<file path="config.mk">
export PLATFORM = sky130hd
export DESIGN_NAME = load_store_unit
export DESIGN_NICKNAME = d
export VERILOG_FILES = /design/src/rtl/load_store_unit.sv
export SDC_FILE = /design/constraint.sdc
export NUM_CORES = 1
export LEC_CHECK = 0
export CAP_MARGIN = 40
export CORE_ASPECT_RATIO = 1.5
export CORE_MARGIN = 2
export CORE_UTILIZATION = 30
export CTS_CLUSTER_DIAMETER = 200
export DETAILED_ROUTE_END_ITERATION = 10
export GPL_ROUTABILITY_DRIVEN = 0
export HOLD_SLACK_MARGIN = 0.08
export PLACE_DENSITY = 0.58
export SETUP_SLACK_MARGIN = 0.4
export SYNTH_ARGS = -nofsm -noshare
export SYNTH_HDL_FRONTEND = slang
export SYNTH_SLANG_ARGS = --single-unit
</file>
<file path="constraint.sdc">
create_clock -name clk_i -period 2.3 [get_ports clk_i]
set_input_delay 0.46 -clock clk_i [delete_from_list [all_inputs] [get_ports clk_i]]
set_output_delay 0.46 -clock clk_i [all_outputs]
set_load 0.02 [all_outputs]
</file>
<file path="src/rtl/load_store_unit.sv">
// Load/store unit: turns datapath load/store requests into word-aligned bus transactions.
// Optional misaligned-access trap is enabled by defining LSU_MISALIGN_CHECK_EN.
module load_store_unit #(
  parameter int DataWidth     = 32,
  parameter int AddrWidth     = 32,
  parameter int TimeoutCycles = 255
) (
  input  logic                 clk_i,
  input  logic                 rst_i,
  input  logic                 req_i,
  input  logic                 we_i,
  input  logic [2:0]           funct3_i,
  input  logic [AddrWidth-1:0] addr_i,
  input  logic [DataWidth-1:0] wr_data_i,
  output logic                 stall_o,
  output logic                 done_o,
  output logic [DataWidth-1:0] rd_data_o,
  output logic                 err_o,
  output logic                 bus_req_o,
  output logic                 bus_we_o,
  output logic [AddrWidth-1:0] bus_addr_o,
  output logic [3:0]           bus_be_o,
  output logic [DataWidth-1:0] bus_wdata_o,
  input  logic                 bus_gnt_i,
  input  logic                 bus_rvalid_i,
  input  logic [DataWidth-1:0] bus_rdata_i
);

  localparam int CntW = $clog2(TimeoutCycles + 1);
  localparam logic [CntW-1:0] CntLast = CntW'(TimeoutCycles - 1);

  typedef enum logic [1:0] {IDLE, REQ, WAIT, DONE} state_t;

  state_t                 state, state_next;
  logic                   we_q;
  logic [2:0]             funct3_q;
  logic [1:0]             off_q;
  logic [AddrWidth-3:0]   word_q;
  logic [3:0]             be_q;
  logic [DataWidth-1:0]   wdata_q;
  logic [DataWidth-1:0]   rd_data_q;
  logic                   err_q;
  logic [CntW-1:0]        cnt_q;
  logic                   misalign;
  logic                   reject;
  logic [DataWidth-1:0]   load_result;

  function automatic logic funct3_invalid(input logic we, input logic [2:0] f3);
    if (we) return f3 > 3'b010;
    return (f3 == 3'b011) || (f3[2:1] == 2'b11);
  endfunction

  function automatic logic [3:0] byte_enables(input logic [2:0] f3, input logic [1:0] off);
    case (f3[1:0])
      2'b00:   return 4'b0001 << off;
      2'b01:   return off[1] ? 4'b1100 : 4'b0011;
      default: return 4'b1111;
    endcase
  endfunction

  function automatic logic [31:0] lane_replicate(input logic [2:0] f3, input logic [31:0] d);
    case (f3[1:0])
      2'b00:   return {4{d[7:0]}};
      2'b01:   return {2{d[15:0]}};
      default: return d;
    endcase
  endfunction

  function automatic logic [31:0] extend_load(input logic [2:0] f3, input logic [1:0] off,
                                              input logic [31:0] d);
    logic [7:0]  b;
    logic [15:0] h;
    case (off)
      2'b00:   b = d[7:0];
      2'b01:   b = d[15:8];
      2'b10:   b = d[23:16];
      default: b = d[31:24];
    endcase
    h = off[1] ? d[31:16] : d[15:0];
    case (f3)
      3'b000:  return {{24{b[7]}}, b};
      3'b100:  return {24'b0, b};
      3'b001:  return {{16{h[15]}}, h};
      3'b101:  return {16'b0, h};
      default: return d;
    endcase
  endfunction

`ifdef LSU_MISALIGN_CHECK_EN
  assign misalign = ((funct3_i[1:0] == 2'b01) && addr_i[0]) ||
                    ((funct3_i[1:0] == 2'b10) && (addr_i[1:0] != 2'b00));
`else
  assign misalign = 1'b0;
`endif

  assign reject      = funct3_invalid(we_i, funct3_i) || misalign;
  assign load_result = we_q ? '0 : extend_load(funct3_q, off_q, bus_rdata_i);

  always_ff @(posedge clk_i) begin
    if (!rst_i) state <= IDLE;
    else        state <= state_next;
  end

  always_comb begin
    state_next = state;
    case (state)
      IDLE:    if (req_i) state_next = reject ? DONE : REQ;
      REQ:     if (bus_gnt_i) state_next = bus_rvalid_i ? DONE : WAIT;
      WAIT:    if (bus_rvalid_i || (cnt_q == CntLast)) state_next = DONE;
      DONE:    state_next = IDLE;
      default: state_next = IDLE;
    endcase
  end

  // Request latch, response capture and WAIT timeout counter
  always_ff @(posedge clk_i) begin
    if (!rst_i) begin
      we_q      <= 1'b0;
      funct3_q  <= '0;
      off_q     <= '0;
      word_q    <= '0;
      be_q      <= '0;
      wdata_q   <= '0;
      rd_data_q <= '0;
      err_q     <= 1'b0;
      cnt_q     <= '0;
    end else begin
      case (state)
        IDLE: if (req_i) begin
          we_q      <= we_i;
          funct3_q  <= funct3_i;
          off_q     <= addr_i[1:0];
          word_q    <= addr_i[AddrWidth-1:2];
          be_q      <= byte_enables(funct3_i, addr_i[1:0]);
          wdata_q   <= lane_replicate(funct3_i, wr_data_i);
          rd_data_q <= '0;
          err_q     <= reject;
          cnt_q     <= '0;
        end
        REQ: if (bus_gnt_i && bus_rvalid_i) rd_data_q <= load_result;
        WAIT: begin
          if (bus_rvalid_i) begin
            rd_data_q <= load_result;
          end else begin
            cnt_q <= cnt_q + 1'b1;
            // Timed-out accesses keep the zero loaded into rd_data_q at accept
            if (cnt_q == CntLast) err_q <= 1'b1;
          end
        end
        default: ;
      endcase
    end
  end

  assign stall_o     = ((state == IDLE) && req_i) || (state == REQ) || (state == WAIT);
  assign done_o      = (state == DONE);
  assign bus_req_o   = (state == REQ);
  assign rd_data_o   = rd_data_q;
  assign err_o       = err_q;
  assign bus_we_o    = we_q;
  assign bus_addr_o  = {word_q, 2'b00};
  assign bus_be_o    = be_q;
  assign bus_wdata_o = wdata_q;

endmodule

</file>
==> run_results.csv <==
group,metric,value,unit
outcome,run_status,"finished clean",
setup_path,path_class,"register to output port",
timing,tightestPinTransition,0.891,ns
setup_path,r2r_setup_slack,0.48,ns
routing,final_antenna_net_count,0,
cells_and_area,drive_above_1_share,11.6,%
run,cap_violations,0,
global_route,grt_remaining_overflow,0,
routing,totalWireLength,18.1,mm
setup_path,critPathMaxFanout,4,
clocking,cts_tree,"built",
global_route,met2_usage,34.0,%
pwr,p_switching,3.30,mW
timing,setup_ws,0.264,ns
timing,rsz0062_at_grt,"yes",
setup_path,cp_cell_sequence,"inv_4 -> ha_4 -> and2_4 -> or3_4 -> buf_6",
die,coreArea,0.0173,mm²
global_route,grt.busiest_layer,"met2",
routing,wire_per_inst,16.7,µm
cells_and_area,final_area,0.00853,mm²
cells_and_area,final_core_util,49.4,%
setup_path,reg2reg_from,"state[1]",
global_route,grt_use_met3,6.31,%
synthesis,syn_area_per_cell,8.15,µm²
cells_and_area,syn_to_final_growth,62.3,%
setup_path,slowest_delay,0.38,ns
cells_and_area,final_nets,970,
routing,vias,5450,
cells_and_area,final_common_cell,"clkdlybuf4s50_1",
cells_and_area,regArea,0.00231,mm²
routing,via_per_inst,5.02,
synthesis,synth-edff-count,0,
timing,final.min_clock_period,2.04,ns
setup_path,path_delay_family,"simple AND/OR/NAND/NOR gates",
timing,holdWs,0.446,ns
global_route,grt_pass1_wl,28.2,mm
timing,relSlewSlack,40.6,%
pwr,max-vdd-ir-drop,0.593,mV
setup_path,crit_cells,5,
clocking,htree_levels,4,
timing,finalSetupViolations,0,
synthesis,netlist_area,0.00526,mm²
timing,fin_skew,0.0100,ns
setup_path,cp-end-kind,"output port",
synthesis,yosysUniqueCellTypes,53,
synthesis,ys_ff_latch,115,
cells_and_area,nFillCells,1678,
pwr,pwr-share-clk,31.1,%
setup_path,path_buf_inv,2,
pwr,switching_share,34.9,%
setup_path,worstSetupStartpointType,"register",
die,initial_utilization,30.4,%
min_path,hold_class,"register to register",
clocking,cts.clk_slew.worst_paths,0.06,ns
min_path,min_from,"rd_data_o[24]",
clocking,clock_sinks,115,
pwr,power.density,1110,mW/mm²
clocking,cts-root-buf,"clkbuf_16",
placement,placed_cell_area,0.00770,mm²
setup_path,r2r_cells,6,
timing,tns,0,ns
global_route,grtUsageTotal,18.9,%
global_route,antenna_found_initial,0,
synthesis,ys.flop_type,"dfxtp_1",
timing,final-hold-violation-count,0,
setup_path,r2r_end,"bus_wdata_o[13]",
pwr,p_comb_share,39.9,%
placement,place_ws,-0.136,ns
routing,drt_iter0_drc,278,
routing,post-route-drc-count,0,
timing,fin_crit_sh,88.5,%
cells_and_area,mostFrequentLayoutCells,"199 x clkdlybuf4s50_1, 157 x nand2_1, 113 x dfxtp_1",
global_route,grt_max_degree,89,
timing,fmax,0.491,GHz
synthesis,yosys_warnings,0,
die,dieArea,0.0186,mm²
min_path,hold-path-endpoint,"rd_data_o[24]",
global_route,use_met1,19.9,%
clocking,cts_max_path_buffers,2,
die,io-pin-count,210,
min_path,whs_path_depth,2,
clocking,cts_buffers,17,
die,chipWidth,112,µm
synthesis,syn_inst,645,
clocking,clkLatencyLatePin,0.41,ns
pwr,leakage,3.23,nW
setup_path,required,1.84,ns
pwr,p_seq_share,29.0,%
setup_path,worstPathArrival,1.58,ns
setup_path,cp_slowest_cell,"dfxtp_4",
synthesis,yosysSeqAreaShare,43.8,%
timing,drv_slew,0,
placement,dp_hpwl,13.3,mm
pwr,internal-power,6.17,mW
routing,drtPass1Iterations,5,
die,die_y,166,µm
cells_and_area,multi_input_area,0.00280,mm²
die,rows,59,
global_route,first_global_vias,5486,
synthesis,async_flop_share,0,%
cells_and_area,n_antenna_cell,0,
placement,io_buffer_count,207,
## cell type report
type / instances / area share (%)
multi-input cells: 471 / 32.8
repair buffers: 244 / 28.8
flip-flops and latches: 115 / 27.1
clock buffers: 18 / 5.03
well taps: 213 / 3.12
clock inverters: 14 / 2.66
inverters: 10 / 0.499
## timing repair
| item | in CTS | in global routing |
|---|---|---|
| pin swaps | 5 | 7 |
| setup endpoints to repair | 33 | 68 |
| gates resized for setup | 18 | 22 |
| gates cloned | 0 | 1 |
| hold buffers | 0 | 0 |
| setup buffers | 2 | 3 |
## through the flow
step / power, mW / instances
global route: 9.97 / 1085
CTS: 9.41 / 1081
global placement: 6.33 / 1047
floorplan: 4.76 / 646
finish: 9.47 / 1085
detailed placement: 6.38 / 1047
## registers in the layout, indices dropped and copies added, names as in the netlist
register,count
cnt_q,8
rd_data_o,32
bus_we_o,1
word_q,30
state,2
err_o,1
bus_be_o,4
bus_wdata_o,32
off_q,2
funct3_q,3
## how the worst max path moves through the flow
stage / start / endpoint
2_1_floorplan: state[0] / stall_o
3_3_place_gp: req_i / stall_o
3_5_place_dp: req_i / stall_o
4_1_cts: state[0] / stall_o
5_1_grt: state[1] / stall_o
6_report: state[1] / stall_o
## Yosys cell counts, drive strengths merged (5+ instances only)
library cell | number | area (µm²)
nor2b | 8 | 50.1
a221o | 6 | 60.1
a211oi | 24 | 180
a21oi | 68 | 344
a311oi | 8 | 70.1
buf | 16 | 98.8
nand2 | 159 | 597
nor2 | 33 | 124
dfxtp | 115 | 2300
inv | 10 | 37.5
and2 | 9 | 56.3
ha | 6 | 75.1
a22o | 5 | 43.8
a222oi | 5 | 50.1
nand2b | 6 | 37.5
clkbuf | 34 | 128
mux2i | 27 | 270
o21ai | 52 | 260
## layer usage
layer | vias to the layer above | wire length [µm]
li1 | 2689 | -
met1 | 2540 | 6890
met2 | 184 | 9390
met3 | 37 | 1270
met4 | 0 | 572
met5 | - | 0
## power groups by stage
stage	clock [mW]	combinational [mW]	sequential [mW]
6_report	2.95	3.78	2.75
5_1_grt	3.10	4.06	2.81
4_1_cts	3.02	3.64	2.75
3_5_place_dp	0	3.60	2.78
3_3_place_gp	0	3.57	2.76
2_1_floorplan	0	1.49	3.27
## worst min-delay path: stages, from the launching register on
cell	delay, ns
dfxtp_1	0.31
nand2_1	0.05
o21ai_1	0.05
## cells by family after synthesis
group,Yosys count,synth area share [%]
AOI/OAI and AO/OA,190,23.2
xor gates and xnor gates,3,0.500
adders and majority gates,6,1.43
buffers and inverters,60,5.02
DFF,115,43.8
muxes,31,6.21
other,1,0.0713
and+or+nand+nor,239,19.8
Note: power is estimated with default switching activity, not from simulation.
